### src/rtl/regfile_write_arbiter_pkg.sv
// regfile_pkg: shared widths, writeback entry layout and write-port source
// encoding for the register-file write arbiter and its pending-write FIFO.
package regfile_pkg;

  localparam int REG_W   = 4;
  localparam int DATA_W  = 16;

  // "reg" is a reserved word, so the destination index field is regidx.
  typedef struct packed {
    logic [REG_W-1:0]  regidx;
    logic [DATA_W-1:0] data;
  } wb_entry_t;

  localparam int ENTRY_W = REG_W + DATA_W;

  typedef enum logic [1:0] {
    SRC_NONE,
    SRC_LD,
    SRC_FIFO,
    SRC_ALU
  } wb_src_e;

endpackage

### src/rtl/regfile_write_arbiter_wb_fifo.sv
// wb_fifo: in-order pending-write FIFO for ALU writebacks. Pointers carry one
// extra wrap bit so full/empty come straight from pointer comparison. The head
// is read combinationally so the arbiter can select it in the same cycle, and
// every slot is exported with an occupancy bit for the pending comparators.
module wb_fifo
  import regfile_pkg::*;
#(
  parameter int DEPTH = 4
) (
  input  logic                         clk,
  input  logic                         rst,
  input  logic                         push,
  input  wb_entry_t                    push_entry,
  input  logic                         pop,
  output wb_entry_t                    head,
  output logic                         full,
  output logic                         empty,
  output logic [$clog2(DEPTH):0]       count,
  output logic [DEPTH*ENTRY_W-1:0]     entries_flat,
  output logic [DEPTH-1:0]             valid_vec
);

  localparam int AW = $clog2(DEPTH);

  wb_entry_t      r_mem [DEPTH];
  logic [AW:0]    r_wr_ptr;
  logic [AW:0]    r_rd_ptr;
  logic           w_push;
  logic           w_pop;

  assign empty  = (r_wr_ptr == r_rd_ptr);
  assign full   = (r_wr_ptr[AW] != r_rd_ptr[AW]) &&
                  (r_wr_ptr[AW-1:0] == r_rd_ptr[AW-1:0]);
  assign count  = r_wr_ptr - r_rd_ptr;
  assign head   = r_mem[r_rd_ptr[AW-1:0]];
  assign w_push = push && !full;
  assign w_pop  = pop && !empty;

  // Pointer advance; reset discards everything queued.
  always_ff @(posedge clk or posedge rst) begin
    if (rst) begin
      r_wr_ptr <= '0;
      r_rd_ptr <= '0;
    end else begin
      if (w_push) r_wr_ptr <= r_wr_ptr + 1'b1;
      if (w_pop)  r_rd_ptr <= r_rd_ptr + 1'b1;
    end
  end

  // Entry storage; contents need no reset because occupancy comes from pointers.
  always_ff @(posedge clk) begin
    if (w_push) r_mem[r_wr_ptr[AW-1:0]] <= push_entry;
  end

  // A slot is occupied when its distance from the read pointer is below count.
  generate
    for (genvar gi = 0; gi < DEPTH; gi++) begin : g_slot
      logic [AW-1:0] w_off;
      assign w_off = AW'(gi) - r_rd_ptr[AW-1:0];
      assign valid_vec[gi] = ({1'b0, w_off} < count);
      assign entries_flat[gi*ENTRY_W +: ENTRY_W] = r_mem[gi];
    end
  endgenerate

endmodule

### src/rtl/regfile_write_arbiter.sv
// regfile_write_arbiter: merges load and ALU writebacks onto the single
// register-file write port. Loads always win; ALU writes that cannot go
// straight through wait in wb_fifo and drain in order.
// Optional feature macro: PEND_LOOKUP_EN builds the src1_pend/src2_pend
// comparators; without it both are tied low and the read side must stall
// whenever pend_count is non-zero.
module regfile_write_arbiter #(
  parameter int DEPTH  = 4,
  parameter int DATA_W = 16,
  parameter int REG_W  = 4
) (
  input  logic                       clk,
  input  logic                       rst,
  input  logic                       ld_valid,
  output logic                       ld_ready,
  input  logic [REG_W-1:0]           ld_reg,
  input  logic [DATA_W-1:0]          ld_data,
  input  logic                       alu_valid,
  output logic                       alu_ready,
  input  logic [REG_W-1:0]           alu_reg,
  input  logic [DATA_W-1:0]          alu_data,
  output logic [REG_W-1:0]           DstReg,
  output logic                       WriteReg,
  output logic [DATA_W-1:0]          DstData,
  input  logic [REG_W-1:0]           SrcReg1,
  input  logic [REG_W-1:0]           SrcReg2,
  output logic                       src1_pend,
  output logic                       src2_pend,
  output logic [$clog2(DEPTH+1)-1:0] pend_count
);

  import regfile_pkg::*;

  wb_src_e                    w_src;
  wb_entry_t                  w_alu_entry;
  wb_entry_t                  w_head;
  logic                       w_fifo_full;
  logic                       w_fifo_empty;
  logic [$clog2(DEPTH):0]     w_count;
  logic [DEPTH*ENTRY_W-1:0]   w_entries_flat;
  logic [DEPTH-1:0]           w_valid_vec;
  logic                       w_alu_fire;
  logic                       w_push;
  logic                       w_pop;
  logic                       w_unused;

  logic [REG_W-1:0]           r_dst_reg;
  logic [DATA_W-1:0]          r_dst_data;
  logic                       r_write;

  // Loads are never stalled; ALU accepted while a FIFO slot is free.
  assign ld_ready    = !rst;
  assign alu_ready   = !rst && !w_fifo_full;
  assign w_alu_fire  = alu_valid && alu_ready;
  assign w_alu_entry = '{regidx: alu_reg, data: alu_data};

  // Write-port source priority: load, then queued ALU, then direct ALU.
  always_comb begin
    w_src = SRC_NONE;
    if (ld_valid)           w_src = SRC_LD;
    else if (!w_fifo_empty) w_src = SRC_FIFO;
    else if (alu_valid)     w_src = SRC_ALU;
  end

  // Any accepted ALU write that did not go straight to the port is queued.
  assign w_push = w_alu_fire && (w_src != SRC_ALU);
  assign w_pop  = (w_src == SRC_FIFO);

  wb_fifo #(.DEPTH(DEPTH)) u_fifo (
    .clk          (clk),
    .rst          (rst),
    .push         (w_push),
    .push_entry   (w_alu_entry),
    .pop          (w_pop),
    .head         (w_head),
    .full         (w_fifo_full),
    .empty        (w_fifo_empty),
    .count        (w_count),
    .entries_flat (w_entries_flat),
    .valid_vec    (w_valid_vec)
  );

  assign pend_count = w_count;

  // Registered write port; idle cycles hold index/data and drop the enable.
  always_ff @(posedge clk or posedge rst) begin
    if (rst) begin
      r_dst_reg  <= '0;
      r_dst_data <= '0;
      r_write    <= 1'b0;
    end else begin
      case (w_src)
        SRC_LD: begin
          r_dst_reg  <= ld_reg;
          r_dst_data <= ld_data;
          r_write    <= 1'b1;
        end
        SRC_FIFO: begin
          r_dst_reg  <= w_head.regidx;
          r_dst_data <= w_head.data;
          r_write    <= 1'b1;
        end
        SRC_ALU: begin
          r_dst_reg  <= alu_reg;
          r_dst_data <= alu_data;
          r_write    <= 1'b1;
        end
        default: r_write <= 1'b0;
      endcase
    end
  end

  assign DstReg   = r_dst_reg;
  assign DstData  = r_dst_data;
  assign WriteReg = r_write;

`ifdef PEND_LOOKUP_EN
  logic [DEPTH-1:0] w_match1;
  logic [DEPTH-1:0] w_match2;

  // Compare each occupied slot (including the one draining now) to both sources.
  generate
    for (genvar gi = 0; gi < DEPTH; gi++) begin : g_pend
      wb_entry_t w_ent;
      assign w_ent        = w_entries_flat[gi*ENTRY_W +: ENTRY_W];
      assign w_match1[gi] = w_valid_vec[gi] && (w_ent.regidx == SrcReg1);
      assign w_match2[gi] = w_valid_vec[gi] && (w_ent.regidx == SrcReg2);
    end
  endgenerate

  assign src1_pend = |w_match1;
  assign src2_pend = |w_match2;
  assign w_unused  = ^w_entries_flat;
`else
  assign src1_pend = 1'b0;
  assign src2_pend = 1'b0;
  assign w_unused  = ^{SrcReg1, SrcReg2, w_entries_flat, w_valid_vec};
`endif

endmodule

### config.mk
export PLATFORM = sky130hd
export DESIGN_NAME = regfile_write_arbiter
export DESIGN_NICKNAME = d
export VERILOG_FILES = /design/src/rtl/regfile_write_arbiter_pkg.sv /design/src/rtl/regfile_write_arbiter_wb_fifo.sv /design/src/rtl/regfile_write_arbiter.sv
export SDC_FILE = /design/constraint.sdc
export NUM_CORES = 1
export LEC_CHECK = 0
export BUFFER_PORTS_ARGS = -buffer_cell sky130_fd_sc_hd__clkbuf_2
export CAP_MARGIN = 10
export CORE_MARGIN = 3
export CORE_UTILIZATION = 55
export DETAILED_ROUTE_END_ITERATION = 10
export PLACE_DENSITY_LB_ADDON = 0.3
export SETUP_SLACK_MARGIN = 0.15
export SYNTH_ARGS = -nofsm -noshare
export SYNTH_HDL_FRONTEND = slang
export SYNTH_HIERARCHICAL = 1
export SYNTH_SLANG_ARGS = --single-unit
### constraint.sdc
create_clock -name clk -period 10.45 [get_ports clk]
set_clock_uncertainty 0.2 [all_clocks]
set_input_delay 1.5675 -clock clk [delete_from_list [all_inputs] [get_ports clk]]
set_output_delay 1.5675 -clock clk [all_outputs]
set_load 0.05 [all_outputs]
==> results.txt, run 1 <==
----------------------------------------------------
[Yosys]
  Netlist Area Pre-Place ... 4329 um^2
  Average cell area after synthesis ... 16.98 um^2
  Syn. warnings ... 6
  Gate count of the mapped netlist ... 255

[Cells and area]
  Area growth from synthesis to layout ... 14.97%
  Final Non-Filler Cells ... 427
  Finished layout cell area ... 4977 um^2
  Commonest non-fill, non-tap cells in the layout ... 80 x sky130_fd_sc_hd__edfxtp_1, 69 x sky130_fd_sc_hd__clkbuf_2, 40 x sky130_fd_sc_hd__o22ai_1
  Seq. cell area ... 3078 um^2
  Leading cell type in the layout, fill and taps excluded ... sky130_fd_sc_hd__edfxtp_1
  Multi-input logic area ... 1127 um^2
  Count of inserted antenna diode cells ... 0
  Layout cell share with drive strength beyond 1 ... 33.84%
  Count of filler cells inserted in the layout ... 534
  Final-stage net count ... 384

[Status]
  Outcome ... complete, no violations

[Die]
  Initial cell density of the core ... 58.13%
  Die outline area ... 8972 um^2
  Core Rows ... 31
  Y dimension of the die ... 94.72 um
  Core ar. ... 7447 um^2
  Number of top-level design ports ... 80
  Chip Width ... 94.72 um

[Clock tree]
  Post-CTS Hold Fix Bufs ... 0
  Clock buffers created by TritonCTS ... 9
  Max Buffers Root-to-Sink ... 2
  TritonCTS clock tree ... yes
  Clock sink count ... 107
  Maximum level of the CTS H-tree ... 3
  Clock latency on the worst-skew pair ... 0.35 ns
  Buffers inserted during post-CTS setup optimization ... 0
  Clock-pin slew on the worst setup and hold paths ... 0.09 ns
  Cts repair resizes ... 0
  Clk root buf ... sky130_fd_sc_hd__clkbuf_8

[Worst setup path]
  Arrival time worst endpoint ... 4.43 ns
  Setup crit end kind ... flop
  Crit path required time ... 10.48 ns
  Type of the worst setup path ... reg2reg
  Crit start category ... flop
  Critical-path maximum fanout ... 24

[Hold path]
  Hold Path Class ... reg2reg

[Route]
  DRC violation count after routing ... 0
  Average detailed-routed wire length per instance ... 20.06 um
  Detail Route Antenna Nets ... 0
  Vias/cell ... 5.813
  DRC marker count from the first detailed-route iteration ... 175
  Total number of vias ... 2482
  Final WL ... 8.564 mm
  DR pass1 iterations ... 4

[Place]
  Cell count after placement ... 411
  Final weighted congestion in routability-driven placement ... 0.8133
  HPWL after detailed placement ... 5.434 mm
  Area of placed instances ... 4750 um^2
  Count of port buffers added during placement ... 69

[Timing]
  Relative slew margins ... 23.11%
  Unrepaired setup endpoints after global routing ... false
  Final total negative setup slack ... 0 ns
  Final hold viol count ... 0
  Worst slew pin tran ... 1.152 ns
  Final critical-path share of the clock period ... 42.12%
  Number of slew-limit violations in the final report ... 0
  Upper clock frequency limit ... 227.2 MHz
  Final setup violation count ... 0
  Time the worst path needs with I/O delays and setup ... 4.402 ns

[Global route]
  Via count of the first global-routing pass ... 2596
  Pin count of the biggest net entering global routing ... 41
  GR Util All Layers ... 20.74%
  Global route total overflow ... 0
  Antenna violations before repair ... 0
  Global-route wire length before repair ... 13.68 mm

[Pwr]
  Switching power as a share of total power ... 40.85%
  Power share of the clock group ... 17.6%
  P_leak ... 1.872 nW
  Switch Pwr ... 0.6371 mW
  Comb power frac ... 43.0%
  Overall Power ... 1.560 mW
  Power per unit of standard cell area ... 313.3 nW/um^2
  Internal power of the cells ... 0.9225 mW
  Reg power frac ... 39.5%
  Maximum vdd ir drop ... 0.2404 mV

[Job]
  Maximum capacitance violations ... 0

----------------------------------------------------
through the flow:
step | hold WS (ns) | setup WS, ns | util, %
after CTS | 0.3575 | 5.965 | 66.83
after global placement | 0.3250 | 5.963 | 63.78
after global routing | 0.3801 | 5.653 | 66.83
after floorplan | 0.2973 | 6.390 | -
after detailed placement | 0.3403 | 5.944 | 63.78
final | 0.3471 | 6.048 | 66.83
power by group through the flow:
stage	combinational [mW]	sequential [mW]	clock, mW
global route	0.726	0.627	0.297
finish	0.670	0.615	0.274
CTS	0.679	0.616	0.280
floorplan	0.411	0.737	0
global placement	0.669	0.620	0
detailed placement	0.679	0.625	0
worst paths after layout:
path / startpoint / endpoint / slack (ns) / cells past startpoint
setup / recovery: u_fifo/r_rd_ptr[1] / DstData[7] / 6.05 / 7
hold / removal: u_fifo/r_wr_ptr[0] / u_fifo/r_wr_ptr[0] / 0.35 / 1
setup reg to reg: u_fifo/r_rd_ptr[1] / DstData[7] / 6.05 / 7
hold reg to reg: u_fifo/r_wr_ptr[0] / u_fifo/r_wr_ptr[0] / 0.35 / 1
max in group asynchronous: rst / DstData[4] / 8.66 / 3
min in group asynchronous: rst / u_fifo/r_wr_ptr[1] / 1.00 / 2
final cells by class:
cell class / instances / share of cell area, %
Clock inverter: 5 / 1.735
Tap cell: 99 / 2.489
Multi-Input combinational cell: 120 / 22.65
Timing Repair Buffer: 73 / 7.541
Sequential cell: 107 / 61.84
Inverter: 12 / 0.9050
Clock buffer: 11 / 2.841
critical path, cell delays in order (launching register included):
cell and delay, ns:
sky130_fd_sc_hd__dfrtp_1 1.00, sky130_fd_sc_hd__inv_1 0.23, sky130_fd_sc_hd__ha_1 0.38, sky130_fd_sc_hd__nand2_1 0.15, sky130_fd_sc_hd__nor2_2 0.90, sky130_fd_sc_hd__nand2_1 0.87
sky130_fd_sc_hd__o22ai_1 0.42, sky130_fd_sc_hd__a21oi_1 0.11
metal layers:
layer | track usage (%) | share of wire (%) | up-vias
met5 | 0 | 0 | -
met4 | 4.327 | 0.72 | 0
met3 | 5.179 | 8.1 | 6
met2 | 32.94 | 51 | 103
met1 | 29.64 | 40 | 1225
li1 | - | - | 1148
registers in the layout, indices dropped and copies added (netlist names):
| register | cells |
|---|---|
| DstData | 16 |
| DstReg | 4 |
| WriteReg | 1 |
| u_fifo/r_mem | 80 |
| u_fifo/r_rd_ptr | 3 |
| u_fifo/r_wr_ptr | 3 |
Power figures use the tool's default switching activity.
==> inputs of run 2 (changes only) <==
Settings changed: CORE_UTILIZATION 55 to 50.
Clock period 10.45 ns to 3.55 ns, I/O delays scaled along.
==> run 2 against run 1 <==
Effect of this change:
- non-clock buffer count increased by 8
- critical path depth unchanged
- clock-buffer cell count did not move
- register-to-register slack got worse by 5.5 ns
==> results.txt, run 2 (synthesis gave the netlist of run 1 again) <==
----------------------------------------------------
[Status]
  Outcome ... complete, no violations

[Route]
  Final WL ... 8.460 mm
  Top routing layer in use ... met4
  DRC marker count from the first detailed-route iteration ... 135
  Total number of vias ... 2445
  Vias/cell ... 5.544
  Amount of wire on met3 after detailed routing ... 476 um
  DR pass1 iterations ... 4
  Met2 wire len ... 4.440 mm
  Detail Route Antenna Nets ... 0
  Average detailed-routed wire length per instance ... 19.18 um
  DRC violation count after routing ... 0
  Sum of routed wire segments on met1 ... 3.430 mm

[Timing]
  Worst slew pin tran ... 0.8469 ns
  Upper clock frequency limit ... 336.5 MHz
  Final hold viol count ... 0
  Number of slew-limit violations in the final report ... 0
  Unrepaired setup endpoints after global routing ... false
  Hold Worst Slack ... 0.2029 ns
  Final total negative setup slack ... 0 ns
  Time the worst path needs with I/O delays and setup ... 2.972 ns
  Final critical-path share of the clock period ... 83.72%
  Relative slew margins ... 43.40%
  Final setup violation count ... 0

[Die]
  Die outline area ... 9811 um^2
  Core Rows ... 33
  Y dimension of the die ... 99.05 um
  Initial cell density of the core ... 52.16%
  Number of top-level design ports ... 80
  Core ar. ... 8299 um^2
  Chip Width ... 99.05 um

[Cells and area]
  Leading cell type in the layout, fill and taps excluded ... sky130_fd_sc_hd__edfxtp_1
  Count of filler cells inserted in the layout ... 618
  Seq. cell area ... 3078 um^2
  Layout cell share with drive strength beyond 1 ... 34.82%
  Commonest non-fill, non-tap cells in the layout ... 80 x sky130_fd_sc_hd__edfxtp_1, 69 x sky130_fd_sc_hd__clkbuf_2, 40 x sky130_fd_sc_hd__o22ai_1
  Final-stage net count ... 392
  Max FFs per register ... 80
  Final Util ... 60.68%
  Count of inserted antenna diode cells ... 0
  Area growth from synthesis to layout ... 16.33%
  Multi-input logic area ... 1129 um^2

[Clock tree]
  Max Buffers Root-to-Sink ... 2
  TritonCTS clock tree ... yes
  Clock latency on the worst-skew pair ... 0.36 ns
  Clk root buf ... sky130_fd_sc_hd__clkbuf_8
  Post-CTS Hold Fix Bufs ... 1
  Clock sink count ... 107
  Buffers inserted during post-CTS setup optimization ... 0
  Clock-pin slew on the worst setup and hold paths ... 0.10 ns
  Cts repair resizes ... 0
  Maximum level of the CTS H-tree ... 3
  Clock buffers created by TritonCTS ... 9

[Worst setup path]
  Type of the worst setup path ... reg2out
  First element of the critical path ... u_fifo/r_rd_ptr[0]
  Critical register-to-register path startpoint ... u_fifo/r_wr_ptr[0]
  Crit path required time ... 2.82 ns
  Setup slack of the most critical reg-to-reg path ... 0.59 ns
  Capture instance of the worst register-to-register path ... DstData[13]
  Critical-path maximum fanout ... 23
  Setup crit end kind ... output pin
  Reg2reg path depth ... 8
  CP Capture Point ... pend_count[2]
  Arrival time worst endpoint ... 2.24 ns
  Crit start category ... flop

[Global route]
  Pin count of the biggest net entering global routing ... 41
  Antenna violations before repair ... 0
  Global route total overflow ... 0
  GR Util All Layers ... 18.28%
  Via count of the first global-routing pass ... 2558
  Global-route wire length before repair ... 13.44 mm

[Place]
  HPWL after detailed placement ... 5.548 mm
  Count of port buffers added during placement ... 69
  Final weighted congestion in routability-driven placement ... 0.8024

[Job]
  Maximum capacitance violations ... 0

[Pwr]
  Maximum vdd ir drop ... 1.438 mV
  Overall Power ... 4.513 mW
  Power per unit of standard cell area ... 896.1 nW/um^2
  P_leak ... 1.892 nW

[Hold path]
  Hold Path Class ... in2reg

----------------------------------------------------
[run 2: changes by cell type in the layout (fill, tap and decap cells not counted), moves of 2 or more]
cell,change
sky130_fd_sc_hd__clkinvlp_4,+2
sky130_fd_sc_hd__buf_12,+3
sky130_fd_sc_hd__buf_4,+4
sky130_fd_sc_hd__bufinv_16,-2
sky130_fd_sc_hd__clkinv_4,-2
[run 2: per-layer routing]
metal | GRT usage [%] | vias up
met1 | 23.20 | 1202
met2 | 30.27 | 66
met4 | 6.408 | 0
met3 | 5.237 | 12
met5 | 0 | -
li1 | - | 1165
[run 2: critical path: stages (launching register included)]
cell and delay [ns]:
sky130_fd_sc_hd__dfrtp_1 0.36, sky130_fd_sc_hd__buf_4 0.41, sky130_fd_sc_hd__ha_1 0.23, sky130_fd_sc_hd__inv_1 0.05, sky130_fd_sc_hd__fa_1 0.37, sky130_fd_sc_hd__xnor2_1 0.14
sky130_fd_sc_hd__inv_1 0.06, sky130_fd_sc_hd__clkbuf_2 0.26
[run 2: through the flow]
step           setup WS, ns  instance area [um^2]  cells
5_1_grt              0.3077                  5036    441
2_1_floorplan        0.3124                  4334    256
6_report             0.5780                  5036    441
4_1_cts              0.5027                  5036    441
3_3_place_gp         0.6309                  4848    424
3_5_place_dp         0.6056                  4848    424
[run 2: area by class of cell]
class	count	share of cell area, %
flip-flops and latches	107	61.12
multi-input cells	120	22.41
repair buffers	81	9.441
clock buffers	11	2.807
well taps	105	2.609
inverters	12	0.8944
clock inverters	5	0.7205
[run 2: where the power goes]
group,total [mW],switching [mW],internal (mW)
clock,0.671,0.395,0.276
combinational,2.09,1.38,0.709
sequential,1.75,0.124,1.63
total,4.51,1.90,2.62
[run 2: how the worst min path moves through the flow]
stage / startpoint / endpoint / slack [ns] / cells after the start
floorplan: rst / u_fifo/r_rd_ptr[0] / 0.12 / 1
global placement: rst / u_fifo/r_wr_ptr[2] / 0.32 / 2
detailed placement: rst / u_fifo/r_wr_ptr[2] / 0.33 / 2
CTS: alu_data[15] / u_fifo/r_mem[0][15] / 0.19 / 1
global route: alu_data[15] / u_fifo/r_mem[2][15] / 0.19 / 1
finish: alu_data[15] / u_fifo/r_mem[0][15] / 0.20 / 1
==> inputs of run 3 (changes only) <==
Settings changed: CORE_UTILIZATION 50 to 55.
Clock period 3.55 ns to 2.9 ns, I/O delays scaled along.
==> run 3 against run 2 <==
Effect of this change:
- die area fell by 8.6%
- first-iteration DRC count rose by 37%
- non-clock buffer count rose by 5
- combinational power rose by 39%
- routed wire length rose by 4.8%
- worst setup slack got worse by 0.28 ns
- via count rose by 5.8%
- clock power rose by 33%
- critical path type unchanged
- largest power group unchanged
==> results.txt, run 3 (synthesis gave the netlist of run 1 again) <==
----------------------------------------------------
[Place]
  Cell count after placement ... 422
  Count of port buffers added during placement ... 69
  Final weighted congestion in routability-driven placement ... 0.7097
  Area of placed instances ... 4938 um^2
  HPWL after detailed placement ... 5.600 mm
  Pre-CTS setup slack ... -0.02436 ns

[Worst setup path]
  Crit start category ... flop
  Arrival time worst endpoint ... 1.97 ns
  Type of the worst setup path ... reg2out
  Crit path required time ... 2.27 ns
  Setup crit end kind ... output pin
  Critical-path maximum fanout ... 12

[Die]
  Chip Width ... 94.72 um
  Number of top-level design ports ... 80
  Core Rows ... 31
  Die outline area ... 8972 um^2
  Core ar. ... 7447 um^2
  Y dimension of the die ... 94.72 um
  Initial cell density of the core ... 58.13%

[Global route]
  GR Util All Layers ... 20.75%
  Global-route wire length before repair ... 13.63 mm
  Via count of the first global-routing pass ... 2670
  Global route total overflow ... 0
  Pin count of the biggest net entering global routing ... 41
  Antenna violations before repair ... 0

[Cells and area]
  Max FFs per register ... 80
  Final Util ... 69.91%
  Final-stage net count ... 398
  Leading cell type in the layout, fill and taps excluded ... sky130_fd_sc_hd__edfxtp_1
  Layout cell share with drive strength beyond 1 ... 38.60%
  Finished layout cell area ... 5206 um^2
  Commonest non-fill, non-tap cells in the layout ... 80 x sky130_fd_sc_hd__edfxtp_1, 66 x sky130_fd_sc_hd__clkbuf_2, 40 x sky130_fd_sc_hd__o22ai_1
  Count of inserted antenna diode cells ... 0
  Count of filler cells inserted in the layout ... 491
  Final Non-Filler Cells ... 441
  Area growth from synthesis to layout ... 20.26%

[Timing]
  Min setup slack post-route ... 0.2943 ns
  Hold Worst Slack ... 0.1049 ns
  Final hold viol count ... 0
  Number of slew-limit violations in the final report ... 0
  Upper clock frequency limit ... 383.8 MHz
  Final critical-path share of the clock period ... 89.85%
  Time the worst path needs with I/O delays and setup ... 2.606 ns
  Final setup violation count ... 0
  Final total negative setup slack ... 0 ns
  Unrepaired setup endpoints after global routing ... false

[Route]
  Average detailed-routed wire length per instance ... 20.10 um
  DRC marker count from the first detailed-route iteration ... 185
  Final WL ... 8.862 mm
  DR pass1 iterations ... 4
  DRC violation count after routing ... 0
  Vias/cell ... 5.864
  Total number of vias ... 2586
  Detail Route Antenna Nets ... 0

[Clock tree]
  Clock buffers created by TritonCTS ... 9
  Maximum level of the CTS H-tree ... 3
  TritonCTS clock tree ... yes
  Clock latency on the worst-skew pair ... 0.36 ns
  Buffers inserted during post-CTS setup optimization ... 0
  Clock-pin slew on the worst setup and hold paths ... 0.10 ns
  Max Buffers Root-to-Sink ... 2
  Clk root buf ... sky130_fd_sc_hd__clkbuf_8
  Clock sink count ... 107

[Status]
  Outcome ... complete, no violations

[Pwr]
  Overall Power ... 5.953 mW
  P_leak ... 1.963 nW
  Maximum vdd ir drop ... 1.171 mV
  Power per unit of standard cell area ... 1143 nW/um^2

[Hold path]
  Hold Path Class ... in2reg

[Job]
  Maximum capacitance violations ... 0

----------------------------------------------------
==> run 3: cell type report <==
type,instances,area [um^2],area share (%)
timing repair buffer,86,600.6,11.54
sequential,107,3079,59.14
inverter,12,45.04,0.8652
clock buffer,12,166.4,3.196
tap,99,123.9,2.379
multi-input combinational,121,1160,22.28
clock inverter,4,31.28,0.6008
==> run 3: final timing paths <==
kind,start,end,slack (ns),cells past startpoint
worst max-delay path,u_fifo/r_rd_ptr[0],pend_count[2],0.29,7
worst min-delay path,alu_data[7],u_fifo/r_mem[0][7],0.10,1
worst max register to register,u_fifo/r_wr_ptr[0],u_fifo/r_mem[1][19],0.35,8
worst min register to register,u_fifo/r_wr_ptr[0],u_fifo/r_wr_ptr[0],0.34,1
max in group asynchronous,rst,DstData[1],1.65,4
min in group asynchronous,rst,u_fifo/r_rd_ptr[1],0.37,3
==> run 3: worst max-delay path: stages (launching register included) <==
cell                      delay (ns)
sky130_fd_sc_hd__dfrtp_2        0.45
sky130_fd_sc_hd__buf_12         0.18
sky130_fd_sc_hd__ha_1           0.16
sky130_fd_sc_hd__inv_1          0.05
sky130_fd_sc_hd__fa_1           0.37
sky130_fd_sc_hd__xnor2_1        0.16
sky130_fd_sc_hd__inv_1          0.09
sky130_fd_sc_hd__buf_12         0.15
==> run 3: repair_timing <==
action | CTS | global route
endpoints found under the hold margin | 6 | 0
cloned | 0 | 2
hold buffers | 1 | 0
pin swaps | 0 | 0
gates resized for setup | 4 | 5
setup endpoints to repair | 22 | 21
==> run 3: power breakdown <==
group | switching [mW] | internal [mW] | total [mW]
registers | 0.162 | 2.00 | 2.16
clock network | 0.497 | 0.394 | 0.890
logic | 1.77 | 1.14 | 2.91
==> run 3: layer usage <==
layer / routed length [um] / up-vias / track usage [%]
li1: - / 1178 / -
met1: 3641 / 1310 / 27.36
met2: 4582 / 88 / 34.00
met3: 526 / 10 / 5.020
met4: 112 / 0 / 7.332
met5: 0 / - / 0
